==> src/rtl/fifo_sync_param.sv <==
`default_nettype none
// ============================================================================
// Module  : fifo_sync_param
// Purpose : Parametrised single-clock FIFO with occupancy count, sticky
//           overflow/underflow flags and optional first-word-fall-through.
// Rev     : 1.0  initial release
// ============================================================================
module fifo_sync_param #(
  parameter int DATA_W   = 32,
  parameter int DEPTH    = 8,
  parameter int AF_LEVEL = 6,
  parameter int AE_LEVEL = 2,
  parameter int FWFT     = 0
) (
  input  logic                       clk,
  input  logic                       rst,
  input  logic                       wen,
  input  logic                       ren,
  input  logic                       clr_err,
  input  logic [DATA_W-1:0]          data_in,
  output logic [DATA_W-1:0]          data_out,
  output logic                       full,
  output logic                       empty,
  output logic                       almost_full,
  output logic                       almost_empty,
  output logic [$clog2(DEPTH):0]     count,
  output logic                       overflow,
  output logic                       underflow
);

  localparam int AW = $clog2(DEPTH);
  localparam int CW = AW + 1;
  localparam logic [CW-1:0] C_DEPTH = CW'(DEPTH);
  localparam logic [CW-1:0] C_AF    = CW'(AF_LEVEL);
  localparam logic [CW-1:0] C_AE    = CW'(AE_LEVEL);

  logic [DATA_W-1:0] r_mem [DEPTH];
  logic [AW-1:0]     r_wr_ptr;
  logic [AW-1:0]     r_rd_ptr;
  logic [CW-1:0]     r_count;
  logic              r_overflow;
  logic              r_underflow;

  logic w_full;
  logic w_empty;
  logic w_wr_acc;
  logic w_rd_acc;
  logic w_ovf_evt;
  logic w_udf_evt;

  assign w_full    = (r_count == C_DEPTH);
  assign w_empty   = (r_count == '0);
  // A write into a full FIFO is still accepted when a read frees the slot.
  assign w_wr_acc  = wen && (!w_full || ren);
  assign w_rd_acc  = ren && !w_empty;
  assign w_ovf_evt = wen && w_full && !ren;
  assign w_udf_evt = ren && w_empty;

  always_ff @(posedge clk) begin
    if (w_wr_acc) begin
      r_mem[r_wr_ptr] <= data_in;
    end
  end

  always_ff @(posedge clk or posedge rst) begin
    if (rst) begin
      r_wr_ptr    <= '0;
      r_rd_ptr    <= '0;
      r_count     <= '0;
      r_overflow  <= 1'b0;
      r_underflow <= 1'b0;
    end else begin
      if (w_wr_acc) r_wr_ptr <= r_wr_ptr + 1'b1;
      if (w_rd_acc) r_rd_ptr <= r_rd_ptr + 1'b1;
      case ({w_wr_acc, w_rd_acc})
        2'b10:   r_count <= r_count + 1'b1;
        2'b01:   r_count <= r_count - 1'b1;
        default: r_count <= r_count;
      endcase
      r_overflow  <= (r_overflow  && !clr_err) || w_ovf_evt;
      r_underflow <= (r_underflow && !clr_err) || w_udf_evt;
    end
  end

  generate
    if (FWFT != 0) begin : g_fwft
      assign data_out = r_mem[r_rd_ptr];
    end else begin : g_registered
      logic [DATA_W-1:0] r_data_out;
      always_ff @(posedge clk or posedge rst) begin
        if (rst) begin
          r_data_out <= '0;
        end else if (w_rd_acc) begin
          r_data_out <= r_mem[r_rd_ptr];
        end
      end
      assign data_out = r_data_out;
    end
  endgenerate

  assign full         = w_full;
  assign empty        = w_empty;
  assign almost_full  = (r_count >= C_AF);
  assign almost_empty = (r_count <= C_AE);
  assign count        = r_count;
  assign overflow     = r_overflow;
  assign underflow    = r_underflow;

endmodule
`default_nettype wire

==> config.mk <==
export PLATFORM = sky130hd
export DESIGN_NAME = fifo_sync_param
export DESIGN_NICKNAME = d
export VERILOG_FILES = /design/src/rtl/fifo_sync_param.sv
export SDC_FILE = /design/constraint.sdc
export NUM_CORES = 1
export LEC_CHECK = 0
export CELL_PAD_IN_SITES_DETAIL_PLACEMENT = 0
export CELL_PAD_IN_SITES_GLOBAL_PLACEMENT = 1
export CORE_ASPECT_RATIO = 0.6
export CORE_UTILIZATION = 29
export DETAILED_ROUTE_END_ITERATION = 8
export GPL_TIMING_DRIVEN = 0
export HOLD_SLACK_MARGIN = 0.15
export MAX_ROUTING_LAYER = met4
export PLACE_DENSITY_LB_ADDON = 0.1
export SLEW_MARGIN = 15
export SYNTH_ARGS = -nofsm -noshare
export SYNTH_HDL_FRONTEND = slang
export SYNTH_SLANG_ARGS = --single-unit
==> constraint.sdc <==
create_clock -name clk -period 4.4 [get_ports clk]
set_input_delay 0.44 -clock clk [delete_from_list [all_inputs] [get_ports clk]]
set_output_delay 0.44 -clock clk [all_outputs]
set_load 0.02 [all_outputs]
[Yosys cells after proc, flatten, opt, wreduce, memory -nomap -nowiden]
Memory sizes are Yosys's and may differ from the RTL's. A register that Yosys moved wholly into a read port is not among the register bits.
Index checks and enable logic that the tools add are counted.
W data, S select, Z words.
Word-level totals
  register bits after elaboration: 12
  bits in latches: 0
  memory bits (writable): 256
  ROM bits: 0
  input port bits: 37
  memories: 1
Cells by class
  add/subtract/negate cells: 4
  multipliers: 0
  div/mod/pow operators: 0
  $lt $le $gt $ge: 2
  eq/ne operators: 3
  shifts and indexed selects: 0
  muxes and demuxes: 3
  bitwise operators: 0
  reduce and logical (&&, ||, !) cells: 16
Memories
  r_mem: words 8, width 32, read ports 1, clocked after memory_dff 1, wr ports 1, RTL line 37  | logic [DATA_W-1:0] r_mem [DEPTH];
Operators by type and width (count)
  $pmux W4 S2: 1
  $logic_and A1 B1 Y1: 7
  $add A3 B1 Y3 const B: 2
  $add A4 B1 Y4 const B: 1
  $eq A4 B4 Y1 const B: 1
  $ge A4 B3 Y1 const B: 1
  $le A4 B2 Y1 const B: 1
  $logic_not A1 Y1: 4
  $logic_not A4 Y1: 1
  $sub A4 B1 Y4 const B: 1
  $logic_or A1 B1 Y1: 3
  $eq A2 B1 Y1 const B: 1
  $eq A2 B2 Y1 const B: 1
  $mux W1: 2
  $reduce_bool A2 Y1: 1

[Logic depth before layout (Yosys ltp)]
  depth in word-level cells: 6
  gate-level depth with buffers: 12
  mapped depth without buffers: 10

[Worst setup path before layout]
OpenSTA, ideal clock, no wires.
  path type: register to register
  start point: register r_count[2] (netlist: count[2])
  end point: memory r_mem[0][0] (enable)
  arrival time: 4.048 ns
  data required time: 3.899 ns
  setup slack: -0.150 ns
  stages on the path, launching flop included: 6
  clock period less this slack: 4.550 ns
  path through: dfrtp_1 -> buf_2 -> or4b_4 -> o21a_4 -> inv_6 -> nor4_1
Between the ends
  word-level cells in the longest chain between the ends: 6
Ends and longest elaborated chain
  start, declared: RTL line 40  | logic [CW-1:0] r_count;
  start signal, assigned: RTL line 76  | 2'b10: r_count <= r_count + 1'b1;
  start signal, assigned: RTL line 77  | 2'b01: r_count <= r_count - 1'b1;
  start signal, assigned: RTL line 78  | default: r_count <= r_count;
  $eq A4 B4 Y1: RTL line 51  | assign w_full = (r_count == C_DEPTH);
  $logic_not A1 Y1: RTL line 54  | assign w_wr_acc = wen && (!w_full || ren);
  $logic_or A1 B1 Y1: RTL line 54
  $logic_and A1 B1 Y1: RTL line 54
  $mux W1: RTL line 60  | if (w_wr_acc) begin
  $mux W1 (implied by the code): RTL line 61  | r_mem[r_wr_ptr] <= data_in;
  end, declared: RTL line 37
No other way between the ends.

[Worst setup path in the final report]
  start point: register r_count[0] (netlist: count[0])
  end point: register r_count[2] (netlist: count[2])
Between the ends
  elaborated cells between the ends (all ways): 13
RTL lines
  $logic_not A4 Y1 *: RTL line 52  | assign w_empty = (r_count == '0);
  $logic_not A1 Y1 *: RTL line 55  | assign w_rd_acc = ren && !w_empty;
  $logic_and A1 B1 Y1 *: RTL line 55
  via w_rd_acc: RTL line 47  | logic w_rd_acc;
  $eq A2 B1 Y1 or $eq A2 B2 Y1 (tied branches): RTL line 75  | case ({w_wr_acc, w_rd_acc})
  $pmux W4 S2 or $reduce_bool A2 Y1 (tied branches)
Mark *: on every way through the listed nets, which the timed path passes. The rest lies on a longest branch.
A chain may end at the register's enable or synchronous reset.

==> metrics.cfg <==
[status]
status=finished, final reports clean

[power]
switchingPower_mw=3.24
peakVddDrop_v=0.000355
p_leak_nw=4.98
switching_share=0.333
comb_power_share=0.343
clkPwrFrac=0.255
power_density_nw_per_um2=677
p_seq_frac=0.402
power.internal_mw=6.48

[die]
chipHeight_um=157
die_x_um=260
coreArea_um2=39200
top_level_ports=79
start_util=0.296
fp-row-count=56
dieArea_um2=40900

[final_layout]
fillers=3672
diodes=0
final_layout_size_suffix_gt1_frac=0.216
fin_util=0.366
area_delta_synth_final_pct=23.5
seqCellArea_um2=8790
nNetsFinal=832
multi_input_area_um2=2620

[synthesis]
ys_types=38
ys_seq_elements=300
ys_top_cells_by_area=edfxtp_1, dfrtp_1, mux2_2
netlist.top_cell.by_area=edfxtp_1
synth_flop_cell=edfxtp_1
syn_avg_cell_area_um2=17.8
syn_nets=696
synth_cells=654
synth_area_um2=11600
seq_area_frac_synth=0.756
synth_edf_count=256
async_flop_share=0.147
synth_top_area_frac=0.662
yosysWarnings=0

[critical_path]
setup.worst_path.class=reg2reg
crit_path_max_fanout=10
crit_path_frequent_cell=xor2_1
cp_num_buf_inv=2
cp-end-kind=register
cp-start-kind=register
crit_start=count[0]
critPathSlowestCell=dfrtp_1
critPathTopFamily=simple AND/OR/NAND/NOR gates
worst_ep_required_time_ps=4840
crit_path_max_incr_delay_ps=480
r2r_start=count[0]
cp.arrival_ps=3220
cp_cell_sequence=nor4_2, nand2b_1, buf_6, inv_2, ha_1, xor2_1, ha_1, a21oi_1, xor2_1, nor2_1, xor2_1

[grt]
grt_max_degree=45
grtUsageTotal=0.153
grt_pass1_vias=6485
grt-ovfl-total=0
antenna_found_initial=0
grt_pass1_wl_mm=43.6

[clocking]
cts_resized=0
post_cts_buffers=0
hold_buffers=0
cts_sinks=300
insertion_delay_ps=560
cts-root-buf=clkbuf_16
cts.clk_slew.worst_paths_ps=60
numCtsBuffers=30
htree_levels=1
clockBufferDepth=3
cts_tree=yes

[timing]
worst_pin_slew_ps=828
finClkSkew_ps=5.98
layout_min_cycle_time_ps=2780
slew_violations=0
maxSlewHeadroom=0.448
rsz0062_at_grt=no
finalHoldViolations=0
post-route-period-util=0.632
setup_violations=0
fmax_mhz=360
setup_tns_ps=0

[routing]
drt-initial-drc-count=321
firstDrtPassIters=5
wl_per_cell_um=22.5
post-route-drc-count=0
vias=6145
antenna_left=0
avgViaCountPerCell=4.60
wl_mm=30.1

[run]
drv_cap=0

[min_path]
hold_class=in2async

[place]
dp_hpwl_mm=20.7
gp_congestion=0.724
port_buffers=78

==> routing by layer <==
metal	up-vias	global-route usage	part of all wire
li1	2852	-	-
met1	3159	0.219	0.51
met2	93	0.232	0.44
met3	41	0.0237	0.028
met4	0	0.0284	0.018
met5	-	-	0
==> cells in the mapped netlist (5+ instances only) <==
cell      number
nand2_1       43
dfrtp_1       44
ha_1           5
nor2_1         7
edfxtp_1     256
buf_2          7
o22ai_1       12
a221o_1       11
mux2i_1       64
buf_6         10
mux2_2        65
o221ai_1      21
xnor2_1        6
o21ai_1       32
nand2b_1       6
a22oi_1       21
clkbuf_1      11
==> final timing paths <==
path | end | slack [ps] | depth (start not counted)
hold reg to reg | data_out[26] | 490 | 2
min in group clk | data_out[26] | 490 | 2
max in group asynchronous | data_out[10] | 3580 | 2
setup reg to reg | count[2] | 1620 | 11
hold / removal | overflow | 350 | 2
setup / recovery | count[2] | 1620 | 11
==> cell usage in the layout, fill, tap and decap left out, types with 11 or more instances in the layout <==
cell             count
mux2_2              65
clkbuf_16           31
clkdlybuf4s50_1     78
mux2i_1             64
buf_4               16
o22ai_1             12
a221o_1             11
dfrtp_1             44
o21ai_1             32
nand2_1             43
edfxtp_1           256
o221ai_1            21
clkbuf_1            18
a22oi_1             21
buf_6               21
==> sequential cells by signal, summed over array words and instances, names as in the netlist <==
signal	flops
r_mem	256
data_out	32
count	4
r_rd_ptr	3
r_wr_ptr	3
overflow	1
underflow	1
==> power groups by stage <==
stage          clock network, mW  registers [mW]  logic (mW)
3_5_place_dp                   0            3.97        3.40
5_1_grt                     2.65            3.96        3.61
4_1_cts                     2.55            3.91        3.41
3_3_place_gp                   0            3.99        3.24
2_1_floorplan                  0            4.13        1.77
6_report                    2.48            3.90        3.33
==> cell type report <==
| class | count | share of cell area |
|---|---|---|
| Timing Repair Buffer | 104 | 0.0735 |
| Multi-Input combinational cell | 313 | 0.182 |
| Clock buffer | 42 | 0.0597 |
| Clock inverter | 14 | 0.00724 |
| Tap cell | 522 | 0.0455 |
| Buffer | 36 | 0.0173 |
| Sequential cell | 300 | 0.613 |
| Inverter | 5 | 0.00183 |
==> logic make-up (layout without fill, tap and decap cells) <==
logic type      Yosys count  count (layout)  share of synthesized area
buf+inv                  41             201                     0.0234
fa+ha+maj                 5               5                    0.00539
xor+xnor                  9               9                    0.00679
flops                   300             300                      0.756
simple gates             66              66                     0.0256
mux                     129             129                      0.118
compound gates          104             104                     0.0642
==> stage by stage <==
| stage | worst slack [ps] | instances | cell area, µm² | hold slack, ps | power [mW] |
|---|---|---|---|---|---|
| 5_1_grt | 1350 | 1336 | 14300 | 386 | 10.2 |
| 4_1_cts | 1600 | 1336 | 14300 | 365 | 9.87 |
| 2_1_floorplan | 681 | 654 | 11600 | 506 | 5.90 |
| 3_5_place_dp | 1440 | 1280 | 13400 | 486 | 7.37 |
| 6_report | 1620 | 1336 | 14300 | 347 | 9.72 |
| 3_3_place_gp | -2460 | 1254 | 13100 | 470 | 7.23 |
(Power assumes the default switching activity.)
